==> config.mk <==
export PLATFORM = sky130hd
export DESIGN_NAME = execute_cycle_flat
export DESIGN_NICKNAME = d
export VERILOG_FILES = /design/src/rtl/execute_cycle_if.sv /design/src/rtl/execute_cycle.sv /design/src/flat_wrapper.sv
export SDC_FILE = /design/constraint.sdc
export NUM_CORES = 1
export LEC_CHECK = 0
export BUFFER_PORTS_ARGS = -buffer_cell sky130_fd_sc_hd__buf_2
export CAP_MARGIN = 25
export CORE_MARGIN = 1.5
export CORE_UTILIZATION = 47
export DETAILED_ROUTE_END_ITERATION = 6
export GPL_ROUTABILITY_DRIVEN = 0
export PLACE_DENSITY = 0.78
export SLEW_MARGIN = 20
export SYNTH_ARGS = -nofsm -noshare
export SYNTH_HDL_FRONTEND = slang
export SYNTH_SLANG_ARGS = --single-unit
==> constraint.sdc <==
create_clock -name clk -period 6.1 [get_ports clk]
set_input_delay 0.915 -clock clk [delete_from_list [all_inputs] [get_ports clk]]
set_output_delay 0.915 -clock clk [all_outputs]
set_load 0.01 [all_outputs]
==> src/rtl/execute_cycle_if.sv <==
// ID/EX inputs and EX/MEM outputs of the execute stage, bundled as one port.
// slave is the execute stage itself; master is whoever drives it.
interface execute_cycle_if #(
    parameter int XLEN = 32
);
    logic            RegWriteE;
    logic            ALUSrcE;
    logic            MemWriteE;
    logic            ResultSrcE;
    logic            BranchE;
    logic [2:0]      ALUControlE;
    logic [XLEN-1:0] RD1_E;
    logic [XLEN-1:0] RD2_E;
    logic [XLEN-1:0] Imm_Ext_E;
    logic [4:0]      RD_E;
    logic [XLEN-1:0] PCE;
    logic [XLEN-1:0] PCPlus4E;
    logic [XLEN-1:0] ResultW;
    logic [1:0]      ForwardA_E;
    logic [1:0]      ForwardB_E;

    logic            PCSrcE;
    logic [XLEN-1:0] PCTargetE;
    logic            RegWriteM;
    logic            MemWriteM;
    logic            ResultSrcM;
    logic [4:0]      RD_M;
    logic [XLEN-1:0] ALUResultM;
    logic [XLEN-1:0] WriteDataM;
    logic [XLEN-1:0] PCPlus4M;

    modport master (
        output RegWriteE, ALUSrcE, MemWriteE, ResultSrcE, BranchE, ALUControlE,
               RD1_E, RD2_E, Imm_Ext_E, RD_E, PCE, PCPlus4E, ResultW,
               ForwardA_E, ForwardB_E,
        input  PCSrcE, PCTargetE, RegWriteM, MemWriteM, ResultSrcM, RD_M,
               ALUResultM, WriteDataM, PCPlus4M
    );

    modport slave (
        input  RegWriteE, ALUSrcE, MemWriteE, ResultSrcE, BranchE, ALUControlE,
               RD1_E, RD2_E, Imm_Ext_E, RD_E, PCE, PCPlus4E, ResultW,
               ForwardA_E, ForwardB_E,
        output PCSrcE, PCTargetE, RegWriteM, MemWriteM, ResultSrcM, RD_M,
               ALUResultM, WriteDataM, PCPlus4M
    );
endinterface

==> src/rtl/execute_cycle.sv <==
// RISC-V execute stage: operand forwarding, ALU, beq resolution and the
// EX/MEM pipeline register.
module execute_cycle #(
    parameter int XLEN = 32
) (
    input  logic            clk,
    input  logic            rst,
    execute_cycle_if.slave  ex
);
    typedef enum logic [2:0] {
        ALU_ADD = 3'b000,
        ALU_SUB = 3'b001,
        ALU_AND = 3'b010,
        ALU_OR  = 3'b011,
        ALU_SLT = 3'b101
    } alu_op_e;

    logic [XLEN-1:0] src_a;
    logic [XLEN-1:0] fwd_b;
    logic [XLEN-1:0] src_b;
    logic [XLEN-1:0] alu_result;

    // NOTE: every always_comb output gets a default first, so no path can leave it unassigned and infer a latch.
    always_comb begin
        src_a = ex.RD1_E;
        fwd_b = ex.RD2_E;
        // Select 10 reads the registered result, i.e. the previous instruction's.
        unique case (ex.ForwardA_E)
            2'b01:   src_a = ex.ResultW;
            2'b10:   src_a = ex.ALUResultM;
            default: src_a = ex.RD1_E;
        endcase
        unique case (ex.ForwardB_E)
            2'b01:   fwd_b = ex.ResultW;
            2'b10:   fwd_b = ex.ALUResultM;
            default: fwd_b = ex.RD2_E;
        endcase
        src_b = ex.ALUSrcE ? ex.Imm_Ext_E : fwd_b;
    end

    always_comb begin
        alu_result = '0;
        case (ex.ALUControlE)
            ALU_ADD: alu_result = src_a + src_b;
            ALU_SUB: alu_result = src_a - src_b;
            ALU_AND: alu_result = src_a & src_b;
            ALU_OR:  alu_result = src_a | src_b;
            ALU_SLT: alu_result = XLEN'($signed(src_a) < $signed(src_b));
            default: alu_result = '0;
        endcase
    end

    // Only beq is supported; an undefined op code yields 0 and so reads as equal.
    assign ex.PCSrcE    = ex.BranchE & (alu_result == '0);
    assign ex.PCTargetE = ex.PCE + ex.Imm_Ext_E;

    // NOTE: sequential state uses non-blocking assignments so every flop samples pre-edge values.
    always_ff @(posedge clk or posedge rst) begin
        if (rst) begin
            ex.RegWriteM  <= 1'b0;
            ex.MemWriteM  <= 1'b0;
            ex.ResultSrcM <= 1'b0;
            ex.RD_M       <= '0;
            ex.ALUResultM <= '0;
            ex.WriteDataM <= '0;
            ex.PCPlus4M   <= '0;
        end else begin
            ex.RegWriteM  <= ex.RegWriteE;
            ex.MemWriteM  <= ex.MemWriteE;
            ex.ResultSrcM <= ex.ResultSrcE;
            ex.RD_M       <= ex.RD_E;
            ex.ALUResultM <= alu_result;
            ex.WriteDataM <= fwd_b;
            ex.PCPlus4M   <= ex.PCPlus4E;
        end
    end
endmodule
==> src/flat_wrapper.sv <==
// flat-port wrapper written by rule: the top's interface ports become plain ports
module execute_cycle_flat 
#(
    parameter int XLEN = 32
)
  (clk, rst, ex_RegWriteE, ex_ALUSrcE, ex_MemWriteE, ex_ResultSrcE, ex_BranchE, ex_ALUControlE, ex_RD1_E, ex_RD2_E, ex_Imm_Ext_E, ex_RD_E, ex_PCE, ex_PCPlus4E, ex_ResultW, ex_ForwardA_E, ex_ForwardB_E, ex_PCSrcE, ex_PCTargetE, ex_RegWriteM, ex_MemWriteM, ex_ResultSrcM, ex_RD_M, ex_ALUResultM, ex_WriteDataM, ex_PCPlus4M);
  execute_cycle_if #(.XLEN(XLEN)) ex_i ();
  input  logic clk;
  input  logic rst;
  input wire logic [$bits(ex_i.RegWriteE)-1:0] ex_RegWriteE;
  input wire logic [$bits(ex_i.ALUSrcE)-1:0] ex_ALUSrcE;
  input wire logic [$bits(ex_i.MemWriteE)-1:0] ex_MemWriteE;
  input wire logic [$bits(ex_i.ResultSrcE)-1:0] ex_ResultSrcE;
  input wire logic [$bits(ex_i.BranchE)-1:0] ex_BranchE;
  input wire logic [$bits(ex_i.ALUControlE)-1:0] ex_ALUControlE;
  input wire logic [$bits(ex_i.RD1_E)-1:0] ex_RD1_E;
  input wire logic [$bits(ex_i.RD2_E)-1:0] ex_RD2_E;
  input wire logic [$bits(ex_i.Imm_Ext_E)-1:0] ex_Imm_Ext_E;
  input wire logic [$bits(ex_i.RD_E)-1:0] ex_RD_E;
  input wire logic [$bits(ex_i.PCE)-1:0] ex_PCE;
  input wire logic [$bits(ex_i.PCPlus4E)-1:0] ex_PCPlus4E;
  input wire logic [$bits(ex_i.ResultW)-1:0] ex_ResultW;
  input wire logic [$bits(ex_i.ForwardA_E)-1:0] ex_ForwardA_E;
  input wire logic [$bits(ex_i.ForwardB_E)-1:0] ex_ForwardB_E;
  output wire logic [$bits(ex_i.PCSrcE)-1:0] ex_PCSrcE;
  output wire logic [$bits(ex_i.PCTargetE)-1:0] ex_PCTargetE;
  output wire logic [$bits(ex_i.RegWriteM)-1:0] ex_RegWriteM;
  output wire logic [$bits(ex_i.MemWriteM)-1:0] ex_MemWriteM;
  output wire logic [$bits(ex_i.ResultSrcM)-1:0] ex_ResultSrcM;
  output wire logic [$bits(ex_i.RD_M)-1:0] ex_RD_M;
  output wire logic [$bits(ex_i.ALUResultM)-1:0] ex_ALUResultM;
  output wire logic [$bits(ex_i.WriteDataM)-1:0] ex_WriteDataM;
  output wire logic [$bits(ex_i.PCPlus4M)-1:0] ex_PCPlus4M;
  assign ex_i.RegWriteE = ex_RegWriteE;
  assign ex_i.ALUSrcE = ex_ALUSrcE;
  assign ex_i.MemWriteE = ex_MemWriteE;
  assign ex_i.ResultSrcE = ex_ResultSrcE;
  assign ex_i.BranchE = ex_BranchE;
  assign ex_i.ALUControlE = ex_ALUControlE;
  assign ex_i.RD1_E = ex_RD1_E;
  assign ex_i.RD2_E = ex_RD2_E;
  assign ex_i.Imm_Ext_E = ex_Imm_Ext_E;
  assign ex_i.RD_E = ex_RD_E;
  assign ex_i.PCE = ex_PCE;
  assign ex_i.PCPlus4E = ex_PCPlus4E;
  assign ex_i.ResultW = ex_ResultW;
  assign ex_i.ForwardA_E = ex_ForwardA_E;
  assign ex_i.ForwardB_E = ex_ForwardB_E;
  assign ex_PCSrcE = ex_i.PCSrcE;
  assign ex_PCTargetE = ex_i.PCTargetE;
  assign ex_RegWriteM = ex_i.RegWriteM;
  assign ex_MemWriteM = ex_i.MemWriteM;
  assign ex_ResultSrcM = ex_i.ResultSrcM;
  assign ex_RD_M = ex_i.RD_M;
  assign ex_ALUResultM = ex_i.ALUResultM;
  assign ex_WriteDataM = ex_i.WriteDataM;
  assign ex_PCPlus4M = ex_i.PCPlus4M;
  execute_cycle #(.XLEN(XLEN)) u_core (.clk(clk), .rst(rst), .ex(ex_i));
endmodule
After elaboration in Yosys (flattened, before gate mapping)
Index checks and enable logic that the tools add are counted.
- register bits after elaboration: 104
- output and inout port bits: 137
- logic and storage cells: 28
- mux-type cells: 4
- bitwise logic cells: 3
- eq/ne operators: 8
- $add $sub $neg: 3
- $lt $le $gt $ge: 1
- reduce and logical (&&, ||, !) cells: 2
- operator list (kind ; count):
    $pmux 32 s5 ; 1
    $pmux 32 s2 ; 2
    $add 32x32->32 ; 2
    $and 32x32->32 ; 1
    $logic_not 32->1 ; 1
    $lt 32x32->1 ; 1
    $mux 32 ; 1
    $or 32x32->32 ; 1
    $sub 32x32->32 ; 1
    $eq 3x2->1 const B ; 2
    $eq 2x1->1 const B ; 2
    $eq 2x2->1 const B ; 2
    $eq 3x1->1 const B ; 1
    $eq 3x3->1 const B ; 1
    $logic_not 3->1 ; 1
    $and 1x1->1 ; 1

Logic depth before layout (Yosys ltp)
- depth after elaboration: 7
- depth in mapped cells: 22
- depth with buffers taken out: 21

Worst setup path before layout
OpenSTA, ideal clock, no wires.
- kind: input to output
- start point: input port ex_ForwardB_E[0]
- end point: output port ex_PCSrcE
- stages on the path: 21
- setup slack: -554 ps
- path buffers: 2
- data arrival time: 5739 ps
- required time: 5185 ps
- cell sequence: inv_1 > ha_1 > clkbuf_1 > buf_1 > a21oi_1 > o21ai_0 > ha_1 > inv_1 > fa_1 > nand2b_1 > a21oi_1 > o21ai_2 > o21ba_2 > xor2_2 > o221ai_2 > or4_1 > or4_1 > nand4bb_1 > or4_1 > nor4b_2 > and4b_1
- longest elaborated chain between the ends: 7
- RTL lines (item ; RTL line ; RTL):
    start: declaration ; flat_wrapper.sv:24 ; input wire logic [$bits(ex_i.ForwardB_E)-1:0] ex_ForwardB_E;
    $eq 2x2->1 / $eq 2x1->1 (equally long branches) ; execute_cycle.sv:33 ; unique case (ex.ForwardB_E)
    $pmux 32 s2 * ; execute_cycle.sv:33 ;
    $mux 32 * ; execute_cycle.sv:38 ; src_b = ex.ALUSrcE ? ex.Imm_Ext_E : fwd_b;
    $sub 32x32->32 (tied with other cells) ; execute_cycle.sv:45 ; ALU_SUB: alu_result = src_a - src_b;
    $pmux 32 s5 * ; execute_cycle.sv:43 ; case (ex.ALUControlE)
    named net u_core.alu_result[12] ; execute_cycle.sv:21 ; logic [XLEN-1:0] alu_result;
    $logic_not 32->1 * ; execute_cycle.sv:54 ; assign ex.PCSrcE = ex.BranchE & (alu_result == '0);
    $and 1x1->1 * ; execute_cycle.sv:54 ;
    end: declaration ; flat_wrapper.sv:25 ; output wire logic [$bits(ex_i.PCSrcE)-1:0] ex_PCSrcE;
Mark *: on every way through the listed nets, which the timed path passes. The rest lies on a longest branch.

Final worst setup path
Ends and elaborated chain as after synthesis.

==> results.md <==
Run status:
- The flow ran to the end, but the final reports show violations.
- The final reports fail on DRC, setup timing.

STA:
- The maximum operating frequency is 0.153 GHz.
- The relative slew slack is 34.0%.
- The slew of the pin with the lowest slew margin is 987 ps.
- The clock arrives with 14.1 ps of skew.
- Setup violations remaining at the end of the flow were counted as 1.
- Setup repair after global routing could not meet its margin everywhere.
- The total count of hold-check failures in the final report came to 0.
- The max-slew violation count was 0.
- Counting I/O delays and the setup requirement, the final critical path takes 6540 ps.
- The smallest setup slack after layout is -437 ps.
- The share of the clock period used by the worst path is 107%.
- On the final layout, the worst hold slack is 617 ps.

CTS:
- TritonCTS built the clock tree.
- The number of buffers on the longest clock path is 2.
- The H-tree was split into 3 levels.
- For this design, the CTS-stage hold fixing added 0 buffers.
- The CTS sink count is 104.
- The CTS root buffer is sky130_fd_sc_hd__clkbuf_16.
- The clock-pin slew reported for the worst setup and hold paths after clock tree synthesis is 80 ps.
- For the worst-skew pair, the clock arrives at the later sink with an insertion delay of 360 ps.
- Counting the buffers created by CTS gives 9.

Logic synthesis:
- The xor and xnor fraction of the mapped netlist area is 5.03%.
- The async set-reset flop share out of synthesis is 100%.
- The most used flip-flop cell after synthesis is sky130_fd_sc_hd__dfrtp_1.
- The simple-gate share of the synthesized area is 14.3%.
- The count of warnings emitted by yosys is 0.
- The number of enable-type register cells in the synthesized netlist is 0.
- The share of the Yosys chip area taken by registers is 25.0%.
- The area fraction in compound gates after synthesis is 30.8%.
- The synthesized netlist devotes 16.3% of its cell area to adder and majority cells.
- The cell count after synthesis is 1,351.
- The register bit total from synthesis is 104.
- In this run the mean area of a mapped cell was 7.71 um2.
- The synthesized netlist contains 74 unique library cells.
- After synthesis, the largest family of logic cells by area is compound AO/OA/AOI/OAI gates.
- When the netlist entered floorplanning its net count stood at 1,696.
- The cell area after synthesis is 10,400 um2.
- The portion of synthesized area spent on multiplexers is 0.600%.

Setup path:
- The cell with the biggest individual delay on the critical path is sky130_fd_sc_hd__or4_4.
- The startpoint of the worst setup timing path is ex_ForwardB_E[0].
- STA classifies the critical path endpoint as an output port.
- STA classifies the critical path startpoint as an input port.
- The critical path in this run is classified as in2out.
- The delay contributed by the slowest stage of the critical path is 570 ps.
- The cell repeated most along the worst path is sky130_fd_sc_hd__buf_4.
- The kind of cell with the highest combined delay along the critical path is simple AND/OR/NAND/NOR gates.
- The startpoint identified for the worst register-to-register timing path is u_core.ex.ALUResultM[6].
- STA puts the critical path data arrival time at 5620 ps.
- The largest fanout on the critical path is 6.
- Together, buffers and inverters on the worst path number 8.
- Data on the critical path is required at its endpoint by 5180 ps.

Routing:
- The sum of routed wire length over all layers is 43,300 um.
- In this run, the number of DRC markers left after iteration 0 of detailed routing was 1,479.
- Dividing the detail-routed wire length by the instance count gives 19.8 um.
- The routed via count is 12,900.
- The number of iterations in the first detailed-routing pass is 7.
- The via-per-instance ratio is 5.89.
- The number of nets still failing antenna checks after routing is 0.
- In the routed design, unresolved DRC markers number 10.

Floorplan:
- The floorplan step defined a core boundary enclosing 21,800 um2.
- For this design the top-level I/O count stands at 348.
- The die is 152 um wide.
- The die covers 23,100 um2.
- The initial standard-cell utilization of the core is 47.9%.
- The number of rows created at floorplan is 54.
- Measured along the y axis, the die boundary spans 152 um.

Run:
- Across the run, the number of max-cap violations was 0.

Placement:
- The HPWL after detailed placement is 34,600 um.
- Prior to clock tree synthesis, the placed netlist has a worst setup slack of -708 ps.
- The cell count after placement is 2,156.
- The number of buffers added on ports is 347.

Power and ir drop:
- The net switching fraction of the power is 42.1%.
- The power share of the sequential group is 24.7%.
- The cell internal power dissipation is 1.91 mW.
- The power share of the combinational group is 57.3%.
- The part of the total power dissipated in the clock network is 18.0%.
- The analysis attributes to net switching a power of 1.39 mW.
- The worst-case vdd ir drop is 0.000146 V.
- The design draws 3.30 mW.
- The analysis attributes to cell leakage a power of 7.73 nW.
- The ratio of total power to cell area is 222 nW/um2.

Final layout:
- The commonest non-fill, non-tap cell in the layout is sky130_fd_sc_hd__buf_2.
- The top cell types in the final layout, fill and taps aside, are sky130_fd_sc_hd__buf_2 (347), sky130_fd_sc_hd__buf_4 (258), sky130_fd_sc_hd__inv_1 (140), sky130_fd_sc_hd__nand2_1 (134), sky130_fd_sc_hd__ha_1 (120).
- The share of cells above drive strength 1 is 36.5%.
- In the final design database the tool counted 2,243 nets.
- Cells fill 68.3% of the core in the end.
- Compared with the post-synthesis result, the final layout area differs by 42.5%.
- The post-layout instance count excluding filler cells is 2,189.

Min path:
- The min-delay analysis places its worst path in the category in2async.

Global routing:
- The first global-routing pass estimated 67,400 um of wire.
- The number of global-route vias before repair is 12,800.
- Summed over all layers, the global routing overflow is 0.
- Entering global routing, the biggest net connects 64 pins.
- The overall track demand over capacity in global routing is 36.5%.
- The number of antenna violations at the first check in global routing is 6.
## what timing repair did
item                                    CTS  global route
cloned                                    1             0
endpoints found under the setup margin    1             1
resized for setup                        63            10
setup buffers                             9             0
pin swaps                                20             0
## worst register-to-register path, delay by kind of cell (launching register included)
| kind | cells | cell delay, ps |
|---|---|---|
| AOI/OAI and AO/OA | 9 | 1970 |
| and+or+nand+nor | 5 | 1010 |
| DFF | 1 | 410 |
| adders and majority gates | 1 | 330 |
| buffers and inverters | 2 | 330 |
| xor gates and xnor gates | 1 | 220 |
## sequential cells by signal (all words and copies together) (netlist names)
signal	count
u_core.ex.ALUResultM	32
u_core.ex.MemWriteM	1
u_core.ex.PCPlus4M	32
u_core.ex.RD_M	5
u_core.ex.RegWriteM	1
u_core.ex.ResultSrcM	1
u_core.ex.WriteDataM	32
## stage by stage
stage | setup TNS [ps] | area (um2)
after floorplan | 0 | 10500
after global placement | -747 | 14200
after detailed placement | -708 | 14200
after CTS | -301 | 14800
after global routing | -652 | 14900
final | -437 | 14900
## path summary, 6_finish.rpt
path | to | slack (ps) | depth (start not counted)
setup / recovery | ex_PCSrcE | -440 | 25
hold / removal | u_core.ex.RD_M[3] | 620 | 2
setup reg to reg | u_core.ex.ALUResultM[31] | 1740 | 18
hold reg to reg | u_core.ex.WriteDataM[30] | 700 | 4
max in group asynchronous | u_core.ex.WriteDataM[25] | 4230 | 3
min in group clk | u_core.ex.RD_M[4] | 650 | 1
## power by group through the flow
stage	logic, mW	clock network (mW)	registers, mW
floorplan	0.927	0	0.846
global placement	1.71	0	0.823
detailed placement	1.75	0	0.823
CTS	1.83	0.598	0.810
global route	2.03	0.628	0.818
finish	1.89	0.594	0.815
## cells by family (layout without fill, tap and decap cells)
family / Yosys count / count (layout)
AOI/OAI and AO/OA: 502 / 502
DFF: 104 / 104
adders and majority gates: 134 / 134
muxes: 5 / 5
other: 0 / 6
xor gates and xnor gates: 59 / 59
and+or+nand+nor: 329 / 329
buffers and inverters: 218 / 770
## cells in the mapped netlist (all sizes together) (3+ instances only)
master / number / area [um2]
inv: 145 / 544
nand2: 134 / 503
ha: 131 / 1640
o21ai: 126 / 634
a21oi: 124 / 621
dfrtp: 104 / 2600
nor2: 99 / 372
a22oi: 64 / 480
clkbuf: 58 / 218
xnor2: 45 / 394
a21o: 37 / 278
o22ai: 18 / 113
a211oi: 16 / 125
nand2b: 16 / 100
buf: 15 / 68.8
nand3: 14 / 70.1
nor3: 14 / 70.1
o21a: 14 / 105
xor2: 14 / 130
o211ai: 13 / 97.6
o21bai: 12 / 90.1
a31oi: 9 / 56.3
a2111oi: 8 / 70.1
o31ai: 8 / 60.1
a21boi: 7 / 52.6
nand4: 7 / 43.8
nor2b: 7 / 43.8
or4: 7 / 52.6
nor4: 6 / 43.8
o221ai: 6 / 58.8
o31a: 6 / 52.6
or2: 5 / 31.3
a221oi: 4 / 35.0
mux2i: 4 / 40.0
nor4b: 4 / 41.3
o41ai: 4 / 35.0
or3: 4 / 30.0
a22o: 3 / 26.3
a2bb2oi: 3 / 26.3
and2: 3 / 18.8
fa: 3 / 60.1
o2111ai: 3 / 26.3
## per-layer routing
| layer | track usage (%) | up-vias | part of all wire, % |
|---|---|---|---|
| li1 | - | 5875 | - |
| met1 | 43.7 | 5921 | 37 |
| met2 | 59.5 | 899 | 46 |
| met3 | 9.58 | 189 | 11 |
| met4 | 20.1 | 0 | 5.7 |
| met5 | 0 | - | 0 |
## cell type report
type                    count  area, um2
multi-input cells        1029       7290
fillers                  1747       6900
repair buffers            609       3760
flip-flops and latches    104       2600
inverters                 145        547
well taps                 280        350
clock buffers              10        229
clock inverters             6       61.3
diodes                      6       15.0
Note: power is estimated with default switching activity, not from simulation.
